<file path="config.mk">
export PLATFORM = sky130hd
export DESIGN_NAME = uop_sequencer
export DESIGN_NICKNAME = d
export VERILOG_FILES = /design/src/rtl/uop_sequencer.sv
export SDC_FILE = /design/constraint.sdc
export NUM_CORES = 1
export LEC_CHECK = 0
export CORE_MARGIN = 5
export CORE_UTILIZATION = 38
export CTS_CLUSTER_SIZE = 25
export DETAILED_ROUTE_END_ITERATION = 10
export HOLD_SLACK_MARGIN = 0.15
export PLACE_DENSITY = 0.74
export SETUP_SLACK_MARGIN = 0.4
export SYNTH_ARGS = -nofsm -noshare
export SYNTH_HDL_FRONTEND = slang
export SYNTH_SLANG_ARGS = --single-unit
</file>
<file path="constraint.sdc">
create_clock -name clk -period 1.5 [get_ports clk]
set_input_delay 0.15 -clock clk [delete_from_list [all_inputs] [get_ports clk]]
set_output_delay 0.15 -clock clk [all_outputs]
set_load 0.05 [all_outputs]
</file>
<file path="src/rtl/uop_sequencer.sv">
// Microcode sequencer: fetches 20-bit words from a registered-read program ROM,
// issues datapath operations one at a time and predicates words on a CMP flag.
module uop_sequencer #(
  parameter logic [4:0] OPCODE_RDY          = 5'd0,
  parameter logic [4:0] OPCODE_CMP          = 5'd1,
  parameter logic [2:0] UOP_EXEC_ALWAYS     = 3'd0,
  parameter logic [2:0] UOP_EXEC_PZT1T2_0XX = 3'd1
) (
  input  logic        clk,
  input  logic        rst_n,
  input  logic        ena,
  output logic        rdy,
  output logic        err,
  output logic [5:0]  rom_addr,
  input  logic [19:0] rom_data,
  output logic        op_ena,
  output logic [4:0]  op_code,
  output logic [3:0]  op_src1,
  output logic [3:0]  op_src2,
  output logic [3:0]  op_dst,
  input  logic        op_rdy,
  input  logic        op_cmp_eq
);

  typedef enum logic [2:0] {
    S_IDLE,
    S_FETCH,
    S_DECODE,
    S_ISSUE,
    S_WAIT,
    S_DONE
  } state_t;

  state_t state, state_next;

  logic       cond_flag;
  logic       start;
  logic       load;
  logic       advance;
  logic       finish;
  logic       wrap;
  logic       exec_taken;

  logic [4:0] rom_opcode;
  logic [2:0] rom_exec;

  assign rom_opcode = rom_data[19:15];
  assign rom_exec   = rom_data[2:0];

  // Unknown exec codes fall through to "not taken", i.e. the word is skipped.
  assign exec_taken = (rom_exec == UOP_EXEC_ALWAYS) ||
                      ((rom_exec == UOP_EXEC_PZT1T2_0XX) && cond_flag);

  assign op_ena = (state == S_ISSUE);

  // NOTE: every signal driven here gets a default first, so no path can leave
  // one unassigned and infer a latch.
  always_comb begin
    state_next = state;
    start      = 1'b0;
    load       = 1'b0;
    advance    = 1'b0;
    finish     = 1'b0;
    unique case (state)
      S_IDLE: begin
        if (ena) begin
          start      = 1'b1;
          state_next = S_FETCH;
        end
      end
      S_FETCH:  state_next = S_DECODE;
      S_DECODE: begin
        load = 1'b1;
        if (rom_opcode == OPCODE_RDY) begin
          finish     = 1'b1;
          state_next = S_DONE;
        end else if (exec_taken) begin
          state_next = S_ISSUE;
        end else begin
          advance = 1'b1;
        end
      end
      S_ISSUE:  state_next = S_WAIT;
      S_WAIT:   advance = op_rdy;
      S_DONE:   state_next = S_IDLE;
      default:  state_next = S_IDLE;
    endcase
    wrap = advance && (rom_addr == 6'd63);
    if (advance) state_next = wrap ? S_DONE : S_FETCH;
  end

  // NOTE: sequential state uses non-blocking assignments so every register
  // samples the pre-edge values regardless of statement order.
  always_ff @(posedge clk or negedge rst_n) begin
    if (!rst_n) begin
      state     <= S_IDLE;
      rdy       <= 1'b1;
      err       <= 1'b0;
      rom_addr  <= 6'd0;
      cond_flag <= 1'b0;
      op_code   <= 5'd0;
      op_src1   <= 4'd0;
      op_src2   <= 4'd0;
      op_dst    <= 4'd0;
    end else begin
      state <= state_next;
      if (start) begin
        rom_addr  <= 6'd0;
        cond_flag <= 1'b0;
        err       <= 1'b0;
        rdy       <= 1'b0;
      end
      if (advance && !wrap) rom_addr <= rom_addr + 6'd1;
      if (wrap) begin
        err <= 1'b1;
        rdy <= 1'b1;
      end
      if (finish) rdy <= 1'b1;
      // Fields stay registered from DECODE until the next DECODE, which keeps
      // them stable for the whole lifetime of an issued operation.
      if (load) begin
        op_code <= rom_data[19:15];
        op_src1 <= rom_data[14:11];
        op_src2 <= rom_data[10:7];
        op_dst  <= rom_data[6:3];
      end
      if ((state == S_WAIT) && op_rdy && (op_code == OPCODE_CMP))
        cond_flag <= op_cmp_eq;
    end
  end

endmodule
</file>
; ---- Yosys cells after proc, flatten, opt, wreduce, memory -nomap -nowiden
; Cells that the tools add are included.
[word_totals]
output_inout_bits = 26
register_bits = 29
wordCells = 55
in_bits = 25
[op_classes]
reduce_logical = 15
eq_ne = 10
muxes = 20
addsub = 1
[op_table]
columns = operator, n
row1 = 3-bit two-way mux, 5
row2 = 3-bit one-hot mux with 5 select lines, 1
row3 = 6-bit two-way mux, 2
row4 = 1-bit two-way mux, 11
row5 = 6-bit by 1-bit adder with 6-bit output (second input constant), 1
row6 = 3-bit by 1-bit == test with 1-bit output (second input constant), 2
row7 = 3-bit by 2-bit == test with 1-bit output (second input constant), 2
row8 = 6-bit == test (second input constant), 1
row9 = 3-bit zero test, 2
row10 = 2-bit nonzero test, 3
row11 = 5-bit by 1-bit == test with 1-bit output (second input constant), 1
row12 = 1-bit logical AND, 5
row13 = 5-bit zero test, 1
row14 = 4-bit inequality test (second input constant), 1
row15 = 3-bit == test (second input constant), 1
row16 = 3-bit inequality test (second input constant), 1
row17 = 3-bit AND reduction, 1
row18 = 3-bit nonzero test, 1
row19 = 2-bit inequality test (second input constant), 1
row20 = 1-bit one-hot mux with 2 select lines, 1
row21 = 1-bit zero test, 1
row22 = 1-bit logical OR, 1

; ---- Depth between registers and ports, before layout
[depth]
depth_word = 10
ltp_mapped = 6
mapped_depth_nobuf = 6

; ---- Worst setup path before layout
; OpenSTA, ideal clock, no wires.
[synth_timing]
path_kind = register to register
startpoint = reg rom_addr[0]
endpoint = reg rom_addr[3]
setup_slack_ns = -0.338
path_stages_with_launch = 7
setup_ns = 0.121
required_time_ns = 1.379
period_less_slack_ns = 1.838
n_path_buf = 0
t_arrival_ns = 1.717
cell_sequence = dfrtp_1 -> ha_1 -> and3_1 -> nand3_1 -> nand3_1 -> o21ai_0 -> a22o_1
[synth_via]
elab_chain_cells = 5
elab_cells_between_ends = 7
cone_classes = add/sub: 1 / eq/ne: 1 / mux: 1 / reduce/logical: 4
[synth_rtl]
columns = element, line
row1 = start: declaration, 14  ; output logic [5:0] rom_addr,
row2 = start signal: assignment, 113  ; if (advance && !wrap) rom_addr <= rom_addr + 6'd1;
row3 = branches (longest 5 deep; another with 6-bit by 1-bit adder with 6-bit output), --
; Parallel ways; which one is timed is not known.
; A chain may end at the register's enable or synchronous reset.

; ---- Final worst setup path
[layout_timing]
startpoint = reg state[1]
endpoint = reg rom_addr[5]
[layout_via]
elab_chain_cells = 6
elab_cells_between_ends = 10
cone_classes = eq/ne: 2 / mux: 3 / reduce/logical: 5
[layout_rtl]
columns = element, line
row1 = start: declaration, 34  ; state_t state, state_next;
row2 = start signal: assignment, 106  ; state <= state_next;
row3 = 3-bit == test / 3-bit by 2-bit == test with 1-bit output (equally long branches), 64  ; unique case (state)
row4 = 1-bit one-hot mux with 2 select lines, 64
row5 = 1-bit logical AND, 88  ; wrap = advance && (rom_addr == 6'd63);
row6 = 1-bit zero test, 113
row7 = 1-bit logical AND, 113
row8 = 6-bit two-way mux / 2-bit nonzero test (equally long branches), --
; Parallel ways exist; a longest one is shown, timed or not.

==> impl_metrics.ini <==
[status]
status = complete, no violations

[synth]
seq_area_frac_synth_pct = 56.19
synth.top_cells.by_count = dfrtp_1 (28), mux2_2 (17), nor2_1 (9)
synth-compound-area-share_pct = 9.284
yosys.area.top_type = dfrtp_1
syn_area_sq_mm = 0.001294
yosysMostFrequentCell = dfrtp_1
yosys_warnings = 0
synth-xor-area-share_pct = 1.354
synth_ff_type = dfrtp_1
ys_ff_latch = 29
synth_edf_count = 0
netlist.area_leader.share_pct = 54.16
synthMuxAreaShare_pct = 15.57
synth_top_family_by_area = multiplexers
syn-num-nets = 133
synth_fa_ha_area_share_pct = 0.9671
yosys.area_share.simple_pct = 14.80
synthDistinctLibCells = 31
syn_avg_cell_area_sq_um = 12.09
async_reset_ff_share_pct = 100.0
synthTopCellsByArea = dfrtp_1 (54%), mux2_2 (15%), nor2_1 (2.6%)
synthCells = 107

[worst_setup_path]
worstSetupEndpointType = flip-flop
required_ns = 1.72
cp.arrival_ns = 1.68
worstSetupPathType = reg -> reg
worst_path_max_delay_cell = dfrtp_1
slowest_delay_ns = 0.43
path_delay_family = compound AO/OA/AOI/OAI gates
cp_cell_sequence = buf_4, nor2_2, nand3b_1, a21boi_2, a22o_1
rrSetupSlack_ns = 0.04
start_kind = flip-flop
path_max_fanout = 5
path_buf_inv = 1

[finish]
synthToLayoutAreaGrowth_pct = 79.30
nets = 219
final_area_sq_mm = 0.002320
fin_util_pct = 70.07
antenna_cells = 0
drive_gt1_share_pct = 56.70

[floorplanning]
core_area_sq_mm = 0.003311
initial_core_util_pct = 39.08
dieArea_sq_mm = 0.004672
dieHeight_um = 68.35
num_rows = 21
io_pins = 51
die_x_um = 68.35

[sta]
rsz0062_at_grt = yes
fin_crit_ns = 1.455
fmax_ghz = 0.6872
holdWs_ns = 0.1998
hold_viol_final = 0
max_slew.worst_pin.slew_ns = 0.3747
finalSetupViolCount = 0
relSlewSlack_pct = 75.02
clock_skew_ns = 0.006702
min_period_over_period_pct = 97.01
finalMaxSlewViolations = 0

[detailed_routing]
vias = 1200
drc = 0
dr.pass1.iters = 4
first_iter_violations = 81
routed_wl_um = 3815
ant_nets = 0
viasPerCell = 5.000
routedWlPerCell_um = 15.90

[place]
gp_congestion = 0.8287
numPortBuffers = 50
post_dp_cell_area_sq_mm = 0.001938
dp_hpwl_um = 2418

[clock_network]
cts.sink_count = 29
hold_buffers = 0
cts_buffer_depth = 2
cts_tree = built
clk_pin_slew_worst_paths_ns = 0.09
clkLatencyLatePin_ns = 0.33
htreeDepth = 2
clockRootBuffer = clkbuf_4
cts_buffers = 5

[global_route]
grt_start_max_net_pins = 30
grt_usage_pct = 17.62
antenna_found_initial = 0
overflow = 0
grt_pass1_wl_um = 5996
first_global_vias = 1304

[power]
powerDensity_mw_per_mm2 = 2167
peakVddDrop_mv = 1.334
power.total_w = 0.005026
leakagePower_nw = 1.067

[job]
cap_violations = 0

[worst_hold_path]
min_path_type = in -> async
-- cells by family (layout without fill, tap and decap cells) --
logic type / Yosys count / count (layout)
compound gates: 15 / 15
xor+xnor: 2 / 2
fa+ha+maj: 1 / 1
buf+inv: 5 / 92
flops: 29 / 29
mux: 18 / 18
simple gates: 37 / 37
-- worst reg2reg max path: cells and delay by family, from the launching register on --
kind | cells | cell delay (ns)
buffers and inverters | 1 | 0.15
flip-flops | 1 | 0.43
AND/OR/NAND/NOR | 2 | 0.32
AO/OA/AOI/OAI | 2 | 0.45
-- flip-flops by register name (all words and copies together) (netlist names) --
name,cells
err,1
op_src2,4
op_code,5
rdy,1
op_src1,4
rom_addr,6
cond_flag,1
op_dst,4
state,3
-- cell usage in the layout, fill, tap and decap left out, drive strengths merged --
master / count
mux2i: 1
clkdlybuf4s50: 24
nand2b: 2
clkbuf: 7
nand3: 6
nand2: 8
a21oi: 1
and2: 2
a22o: 3
a21boi: 1
dfrtp: 28
o21ai: 5
ha: 1
nand3b: 2
o22a: 1
nor3: 3
xor2: 2
buf: 57
nand4: 1
a32o: 1
a22oi: 1
nor2: 9
a31o: 2
dfstp: 1
mux2: 17
and3: 2
nor4: 1
inv: 3
clkinv: 1
or2: 1
-- report_power, final --
group	internal (W)	switching (W)	total, W
clock network	0.000271	0.000276	0.000547
registers	0.00111	0.000297	0.00141
logic	0.00138	0.00169	0.00307
-- worst paths after layout --
kind | startpoint | end | cells after the start
max in group asynchronous | rst_n | rdy$_DFFE_PN1P_ | 2
worst max-delay path | state[1]$_DFFE_PN0P_ | rom_addr[5]$_DFFE_PN0P_ | 5
min in group clk | op_cmp_eq | cond_flag$_DFFE_PN0P_ | 3
worst min register to register | op_dst[0]$_DFFE_PN0N_ | op_dst[0]$_DFFE_PN0N_ | 1
worst min-delay path | rst_n | rom_addr[4]$_DFFE_PN0P_ | 2
worst max register to register | state[1]$_DFFE_PN0P_ | rom_addr[5]$_DFFE_PN0P_ | 5
-- through the flow --
step | setup TNS, ns | setup WS [ns] | std cells
2_1_floorplan | -0.1038 | -0.01804 | 107
3_3_place_gp | -0.8525 | -0.1536 | 207
3_5_place_dp | -1.242 | -0.2007 | 207
4_1_cts | 0 | 0.09970 | 231
5_1_grt | -0.03459 | -0.01484 | 240
6_report | 0 | 0.04487 | 240
-- metal layers --
layer | global-route usage [%] | part of all wire [%]
met2 | 29.96 | 50
met4 | 7.692 | 1.8
met5 | 0 | 0
met1 | 19.59 | 39
met3 | 6.568 | 9.1
-- area by class of cell --
cell class	count	area, sq um
clock inverters	1	5.005
multi-input cells	73	664.4
well taps	46	57.56
clock buffers	7	65.06
repair buffers	81	779.5
fillers	251	991.0
flip-flops and latches	29	737.0
inverters	3	11.26
-- repair_timing --
action                     in CTS  in global routing
gates cloned                    1                  0
setup buffers                  15                  9
pin swaps                      10                  3
gates resized for setup        18                 11
setup endpoints to repair      36                 44
Note: power is estimated with default switching activity, not from simulation.
